### src/rtl/fir_mac_sequencer.sv
// -----------------------------------------------------------------------------
// fir_mac_sequencer
//
// Produces one FIR output for each accepted input sample. It uses a delay-line
// RAM (a circular buffer of the last NTAPS samples) and a coefficient RAM,
// and both RAMs are shared with the rest of the filter.
//
// Sequence of operation:
//   - After reset, the delay line is cleared to zero.
//   - When coef_loaded is high, the block accepts one sample.
//   - The accepted sample is written at the write pointer.
//   - Every tap is then walked, with one read address pair per cycle.
//   - The MAC enable/clear strobes are issued in step with the read data.
//
// Both RAMs have a one-cycle read latency, so the MAC strobes trail the
// addresses by one cycle.
//
// Handshake: a sample transfers on the rising edge where in_valid && in_ready.
//   - in_ready is high only in IDLE, and only while coef_loaded is high.
//   - Upstream holds in_valid and its data until the transfer.
//   - Upstream keeps the data stable through the following WRITE cycle,
//     because the data goes straight into the delay-line RAM.
//
// Ports
//   clk, reset      rising-edge clock, asynchronous active-high reset
//   coef_loaded     coefficient RAM ready; gates acceptance only
//   in_valid        upstream sample available
//   in_ready        sample can be accepted this cycle
//   sample_we       delay-line RAM write enable
//   zero_data       write 0 instead of the upstream sample (clear phase)
//   sample_waddr    delay-line write address
//   sample_raddr    delay-line read address
//   coef_addr       coefficient RAM read address
//   mac_en          MAC consumes the RAM read data this cycle
//   mac_clr         with mac_en: load the product instead of accumulating
//   out_valid       one-cycle pulse, the accumulator holds a finished output
//   dbg_state       current FSM state encoding (observation only)
// -----------------------------------------------------------------------------
module fir_mac_sequencer #(
  parameter int NTAPS = 62,
  parameter int AW    = 7
) (
  input  logic          clk,
  input  logic          reset,
  input  logic          coef_loaded,
  input  logic          in_valid,
  output logic          in_ready,
  output logic          sample_we,
  output logic          zero_data,
  output logic [AW-1:0] sample_waddr,
  output logic [AW-1:0] sample_raddr,
  output logic [AW-1:0] coef_addr,
  output logic          mac_en,
  output logic          mac_clr,
  output logic          out_valid,
  output logic [2:0]    dbg_state
);

  typedef enum logic [2:0] {
    S_INIT  = 3'd0,
    S_CLEAR = 3'd1,
    S_IDLE  = 3'd2,
    S_WRITE = 3'd3,
    S_MAC   = 3'd4,
    S_DRAIN = 3'd5,
    S_DONE  = 3'd6
  } state_t;

  localparam logic [AW-1:0] K_LAST = AW'(NTAPS - 1);
  localparam logic [AW-1:0] K_ONE  = AW'(1);
  localparam logic [AW-1:0] N_MOD  = AW'(NTAPS);

  state_t        r_state;
  logic [AW-1:0] r_k;
  logic [AW-1:0] r_wptr;
  logic          r_mac_en_d;

  logic [AW-1:0] w_diff;
  logic [AW-1:0] w_raddr;

  // Read address of tap k is wptr-k, wrapped into 0..NTAPS-1.
  // The result always lies in 0..NTAPS-1, so the sum fits in AW bits.
  // Adding NTAPS modulo 2^AW in the wrap case therefore gives the same
  // value as the wider form wptr+NTAPS-k.
  assign w_diff  = r_wptr - r_k;
  assign w_raddr = (r_wptr >= r_k) ? w_diff : (w_diff + N_MOD);

  always_ff @(posedge clk or posedge reset) begin
    if (reset) begin
      r_state    <= S_INIT;
      r_k        <= '0;
      r_wptr     <= '0;
      r_mac_en_d <= 1'b0;
    end else begin
      // One cycle behind the tap addresses, matching the RAM read latency.
      r_mac_en_d <= (r_state == S_MAC);
      case (r_state)
        S_INIT: begin
          r_k     <= '0;
          r_state <= S_CLEAR;
        end
        S_CLEAR: begin
          if (r_k == K_LAST) begin
            r_k     <= '0;
            r_state <= S_IDLE;
          end else begin
            r_k <= r_k + K_ONE;
          end
        end
        S_IDLE: begin
          if (in_valid && coef_loaded) begin
            r_state <= S_WRITE;
          end
        end
        S_WRITE: begin
          r_k     <= '0;
          r_state <= S_MAC;
        end
        S_MAC: begin
          if (r_k == K_LAST) begin
            r_state <= S_DRAIN;
          end else begin
            r_k <= r_k + K_ONE;
          end
        end
        S_DRAIN: begin
          r_state <= S_DONE;
        end
        S_DONE: begin
          r_wptr  <= (r_wptr == K_LAST) ? '0 : (r_wptr + K_ONE);
          r_state <= S_IDLE;
        end
        default: begin
          r_k     <= '0;
          r_state <= S_INIT;
        end
      endcase
    end
  end

  always_comb begin
    in_ready     = 1'b0;
    sample_we    = 1'b0;
    zero_data    = 1'b0;
    sample_waddr = '0;
    sample_raddr = '0;
    coef_addr    = '0;
    out_valid    = 1'b0;
    case (r_state)
      S_CLEAR: begin
        sample_we    = 1'b1;
        zero_data    = 1'b1;
        sample_waddr = r_k;
      end
      S_IDLE: begin
        in_ready = coef_loaded;
      end
      S_WRITE: begin
        sample_we    = 1'b1;
        sample_waddr = r_wptr;
      end
      S_MAC: begin
        coef_addr    = r_k;
        sample_raddr = w_raddr;
      end
      S_DONE: begin
        out_valid = 1'b1;
      end
      default: begin
      end
    endcase
  end

  // Tap 0 data arrives while the FSM is presenting tap 1 (NTAPS >= 2).
  assign mac_en    = r_mac_en_d;
  assign mac_clr   = r_mac_en_d && (r_state == S_MAC) && (r_k == K_ONE);
  assign dbg_state = r_state;

endmodule
### config.mk
export PLATFORM = sky130hd
export DESIGN_NAME = fir_mac_sequencer
export DESIGN_NICKNAME = d
export VERILOG_FILES = /design/src/rtl/fir_mac_sequencer.sv
export SDC_FILE = /design/constraint.sdc
export NUM_CORES = 1
export LEC_CHECK = 0
export BUFFER_PORTS_ARGS = -buffer_cell sky130_fd_sc_hd__buf_2
export CAP_MARGIN = 20
export CORE_MARGIN = 2
export CORE_UTILIZATION = 59
export DETAILED_ROUTE_END_ITERATION = 8
export PLACE_DENSITY = 0.85
export SLEW_MARGIN = 20
export SYNTH_ARGS = -nofsm -noshare
export SYNTH_HDL_FRONTEND = slang
export SYNTH_SLANG_ARGS = --single-unit
### constraint.sdc
create_clock -name clk -period 4.4 [get_ports clk]
set_input_delay 0.66 -clock clk [delete_from_list [all_inputs] [get_ports clk]]
set_output_delay 0.66 -clock clk [all_outputs]
set_load 0.05 [all_outputs]
Yosys cells after proc, flatten, opt, wreduce, memory -nomap -nowiden
Index checks and enable logic that the tools add are counted.
{"block": "totals", "reg_bits": 18, "latch_bits": 0, "mem_bits_rw": 0, "mem_bits_ro": 0, "inputBits": 4, "output_inout_bits": 30, "elab_cells": 47, "n_memories": 0}
{"block": "classes", "n_addsub": 4, "mul": 0, "div_mod_pow": 0, "order_cmp": 1, "eq_ne": 13, "shift": 0, "n_mux": 16, "bitwise": 1, "reduce_logical": 8}
{"op": "2-to-1 mux 7 bit", "count": 6}
{"op": "case mux 3 bit (7 select lines)", "count": 1}
{"op": "case mux 7 bit (3 select lines)", "count": 1}
{"op": "adder 7 x 1 -> 7 bit (second input constant)", "count": 2}
{"op": "== test 7 x 6 -> 1 bit (second input constant)", "count": 2}
{"op": "case mux 7 bit (2 select lines)", "count": 1}
{"op": "== test 3 bit (second input constant)", "count": 3}
{"op": "2-to-1 mux 3 bit", "count": 3}
{"op": "!= test 2 bit (second input constant)", "count": 4}
{"op": "adder 7 x 6 -> 7 bit (second input constant)", "count": 1}
{"op": "== test 7 x 1 -> 1 bit (second input constant)", "count": 1}
{"op": "greater-or-equal comparator 7 bit", "count": 1}
{"op": "subtractor 7 bit", "count": 1}
{"op": "== test 3 x 2 -> 1 bit (second input constant)", "count": 2}
{"op": "2-to-1 mux 1 bit", "count": 4}
{"op": "== test 3 x 1 -> 1 bit (second input constant)", "count": 1}
{"op": "logical AND 1 bit", "count": 3}
{"op": "logical NOT 3 bit", "count": 1}
{"op": "AND reduction 3 bit", "count": 1}
{"op": "OR reduction 3 bit", "count": 1}
{"op": "AND reduction 2 bit", "count": 1}
{"op": "OR reduction 2 bit", "count": 1}
{"op": "NOT 1 bit", "count": 1}

Depth between registers and ports, before layout
{"block": "depth", "depth_word": 4, "depth_mapped": 11, "ltp_nobuf": 11}

Worst setup path before layout
OpenSTA, ideal clock, no wires.
{"block": "synth_path", "path_kind": "reg-to-output", "startpoint": "register r_wptr[0]", "endpoint": "output sample_raddr[5]", "t_arrival_ns": 2.604, "required_ns": 3.740, "setup_slack_ns": 1.136, "path_stages_with_launch": 12, "n_path_buf": 0, "path_cell_list": "dfrtp_1 inv_1 ha_1 inv_1 fa_1 xnor2_1 ha_1 inv_1 a211oi_1 nand4b_1 xnor2_1 nor2_1"}
{"block": "synth_between", "elab_chain_len": 4, "elab_cells_between_ends": 5, "cone_classes": "2 x add/sub; 1 x order compare; 2 x mux"}
{"item": "start, declared", "line_no": "75", "rtl": "logic [AW-1:0] r_wptr;"}
{"item": "start signal, assigned", "line_no": "130", "rtl": "r_wptr <= (r_wptr == K_LAST) ? '0 : (r_wptr + K_ONE);"}
{"item": "subtractor 7 bit", "line_no": "85", "rtl": "assign w_diff = r_wptr - r_k;"}
{"item": "adder 7 x 6 -> 7 bit", "line_no": "86", "rtl": "assign w_raddr = (r_wptr >= r_k) ? w_diff : (w_diff + N_MOD);"}
{"item": "2-to-1 mux 7 bit *", "line_no": "86"}
{"item": "2-to-1 mux 7 bit *", "line_no": "149", "rtl": "case (r_state)"}
{"item": "end, declared", "line_no": "51", "rtl": "output logic [AW-1:0] sample_raddr,"}
Every way passes the cells marked *; elsewhere a longest branch is shown, timed or not.

Worst setup path in the final report
{"block": "layout_path", "startpoint": "register r_k[0]", "endpoint": "output sample_raddr[5]"}
{"block": "layout_between", "elab_chain_len": 4, "elab_cells_between_ends": 5, "cone_classes": "2 x add/sub; 1 x order compare; 2 x mux"}
{"item": "start, declared", "line_no": "74", "rtl": "logic [AW-1:0] r_k;"}
{"item": "start signal, assigned", "line_no": "107", "rtl": "r_k <= r_k + K_ONE;"}
{"item": "start signal, assigned", "line_no": "123", "rtl": "r_k <= r_k + K_ONE;"}
{"item": "subtractor 7 bit", "line_no": "85"}
{"item": "adder 7 x 6 -> 7 bit", "line_no": "86"}
{"item": "2-to-1 mux 7 bit *", "line_no": "86"}
{"item": "2-to-1 mux 7 bit *", "line_no": "149"}
Marks and branches as above.

==> results.py <==
metrics = {
    "outcome": {
        "status": "complete, no violations",
    },
    "global_route": {
        "first_global_vias": 1490,
        "overflow": 0,
        "grt_max_degree": 20,
        "grt_pass1_wl_mm": 6.70,
        "antenna_found_initial": 0,
        "track_usage": 0.260,
    },
    "floorplanning": {
        "rows": 19,
        "ioPinCount": 34,
        "die-area_mm2": 0.00327,
        "start_util": 0.615,
        "coreArea_mm2": 0.00271,
        "die_h_um": 57.2,
        "die_x_um": 57.2,
    },
    "timing": {
        "worst_pin_slew_ns": 0.724,
        "period_minus_slack_ns": 3.60,
        "slew_headroom": 0.517,
        "slew_violations": 0,
        "post-route-period-util": 0.819,
        "setup_viol": 0,
        "setup-tns-final_ns": 0,
        "rsz0062_at_grt": "false",
        "fmax_mhz": 277,
        "worst_slack_ns": 0.796,
        "clock_skew_ns": 0.00367,
        "hold_viol": 0,
    },
    "routing": {
        "first_iter_violations": 86,
        "routed_via_density": 6.08,
        "postRouteAntennaNets": 0,
        "wl_per_cell_um": 14.8,
        "totalWireLength_mm": 4.05,
        "dr.pass1.iters": 5,
        "via_count": 1665,
        "drcViolationCount": 0,
    },
    "min_path": {
        "hold_class": "primary input to asynchronous set/reset pin",
    },
    "yosys": {
        "postSynthAreaPerCell_um2": 7.75,
        "synth_seq_cells": 18,
        "synthCells": 215,
        "synth_edf_count": 0,
        "syn_area_mm2": 0.00167,
        "ys_warn_count": 0,
        "yosysUniqueCellTypes": 49,
        "syn_nets": 232,
        "yosys.area.top_type": "dfrtp_1",
        "yosysMostFrequentCell": "nor2_1",
        "synth_ff_type": "dfrtp_1",
        "seq_area_frac_synth": 0.270,
        "netlist.area_leader.share": 0.270,
        "ys_top_cells_by_count": "nor2_1, dfrtp_1, inv_1, nand2_1, ha_1",
        "synth_area_leaders": "dfrtp_1, ha_1, nor2_1",
        "async_flop_share": 1.00,
    },
    "run": {
        "drv_cap": 0,
    },
    "placement": {
        "portBuffers": 33,
        "pre_cts_slack_ns": 1.12,
        "finalWeightedCongestion": 0.831,
        "hpwl_mm": 3.12,
    },
    "setup_path": {
        "reg2regPathDepth": 7,
        "critPathRequiredTime_ns": 3.74,
        "startpoint_type": "register",
        "crit_type": "register to primary output",
        "rr_endpoint": "r_wptr[6]",
        "cp_max_fo": 11,
        "reg2reg_setup_slack_ns": 2.06,
        "crit_path_end_kind": "primary output",
        "cp.arrival_ns": 2.94,
        "crit-reg2reg-launch": "dbg_state[1]",
    },
    "cells_and_area": {
        "nNetsFinal": 262,
        "syn_to_final_growth_pct": 10.9,
        "drive_gt1_frac": 0.173,
        "n_antenna_cell": 0,
    },
    "clocking": {
        "cts_tree": "done",
        "post-cts-setup-buffers": 0,
        "cts-root-buf": "clkbuf_4",
        "h-tree-depth": 1,
        "hold_buffers": 0,
        "clk_latency_ns": 0.31,
        "path_clk_slew_ns": 0.11,
        "cts_resized": 0,
        "cts_sinks": 18,
        "ctsLongestPathBuffers": 2,
        "cts_made_buffers": 3,
    },
    "power_and_ir_drop": {
        "ir_drop_uv": 175,
        "cellPowerDensity_mw_per_mm2": 139,
        "cellLeakagePower_uw": 0.000952,
    },
}
layout make-up:
cell class | count | area, um^2
Multi-Input combinational cell | 169 | 1100
Inverter | 20 | 75.1
Sequential cell | 18 | 450
Clock buffer | 3 | 22.5
Fill cell | 227 | 862
Timing Repair Buffer | 33 | 165
Tap cell | 31 | 38.8
how the worst max path moves through the flow:
stage	start	end	slack [ns]	cells after the start
finish	r_k[0]	sample_raddr[5]	0.80	11
global route	r_k[0]	sample_raddr[5]	0.55	11
CTS	r_k[0]	sample_raddr[5]	0.78	11
detailed placement	r_k[0]	sample_raddr[5]	1.12	11
global placement	r_k[0]	sample_raddr[5]	1.28	11
floorplan	r_wptr[0]	sample_raddr[5]	1.14	11
critical path, stage by stage (launching register included):
cell      delay (ns)
dfrtp_1         0.58
ha_1            0.23
inv_1           0.06
fa_1            0.40
xnor2_1         0.26
ha_1            0.18
inv_1           0.04
a211oi_1        0.23
nand4b_1        0.15
xnor2_1         0.15
nor2_1          0.08
buf_2           0.27
through the flow:
stage,cells,instance area (um^2),hold slack (ns),utilization,power [uW]
2_1_floorplan,215,1670,0.492,-,171
3_3_place_gp,271,1830,0.547,0.674,174
3_5_place_dp,271,1830,0.564,0.674,174
4_1_cts,274,1850,0.478,0.682,258
5_1_grt,274,1850,0.508,0.682,265
6_report,274,1850,0.453,0.682,257
report_power, final:
group,total [uW],internal (uW),switching [uW]
Sequential,165,165,0
Clock,87.1,32.0,55.1
Combinational,4.93,1.11,3.82
Total,257,198,58.9
kinds of logic (layout without fill, tap and decap cells):
kind of cell	Yosys count	count (layout)	synth area share
AO/OA/AOI/OAI	43	43	0.179
adder cells (fa/ha/maj)	13	13	0.102
buffers and inverters	28	56	0.0721
flip-flops	18	18	0.270
multiplexers	8	8	0.0488
XOR/XNOR	11	11	0.0578
AND/OR/NAND/NOR	94	94	0.270
routing by layer:
metal / global-route usage / wire, um / vias up
met3: 0.0544 / 321 / 11
met2: 0.424 / 1890 / 80
met4: 0.0664 / 59 / 0
li1: - / - / 813
met1: 0.355 / 1790 / 761
met5: 0 / 0 / -
flip-flops by register name, summed over array words and instances (netlist names):
| name | cells |
|---|---|
| dbg_state | 3 |
| r_k | 7 |
| r_wptr | 7 |
| mac_en | 1 |
cells in the final DEF, fill, tap and decap left out, types with 3 or more instances in the layout:
master    instances
nand2_1          18
ha_1             12
dfrtp_1          18
o22ai_1           3
or3_1             3
nand4_1           5
nor4_1            3
a21oi_1           9
and3_1            4
nor2_1           39
mux2i_1           7
inv_1            18
nand3_1           5
xnor2_1          10
o31ai_1           3
o21ai_0          11
nor3_1            4
buf_2            33
clkbuf_4          3
Note: power is estimated with default switching activity, not from simulation.
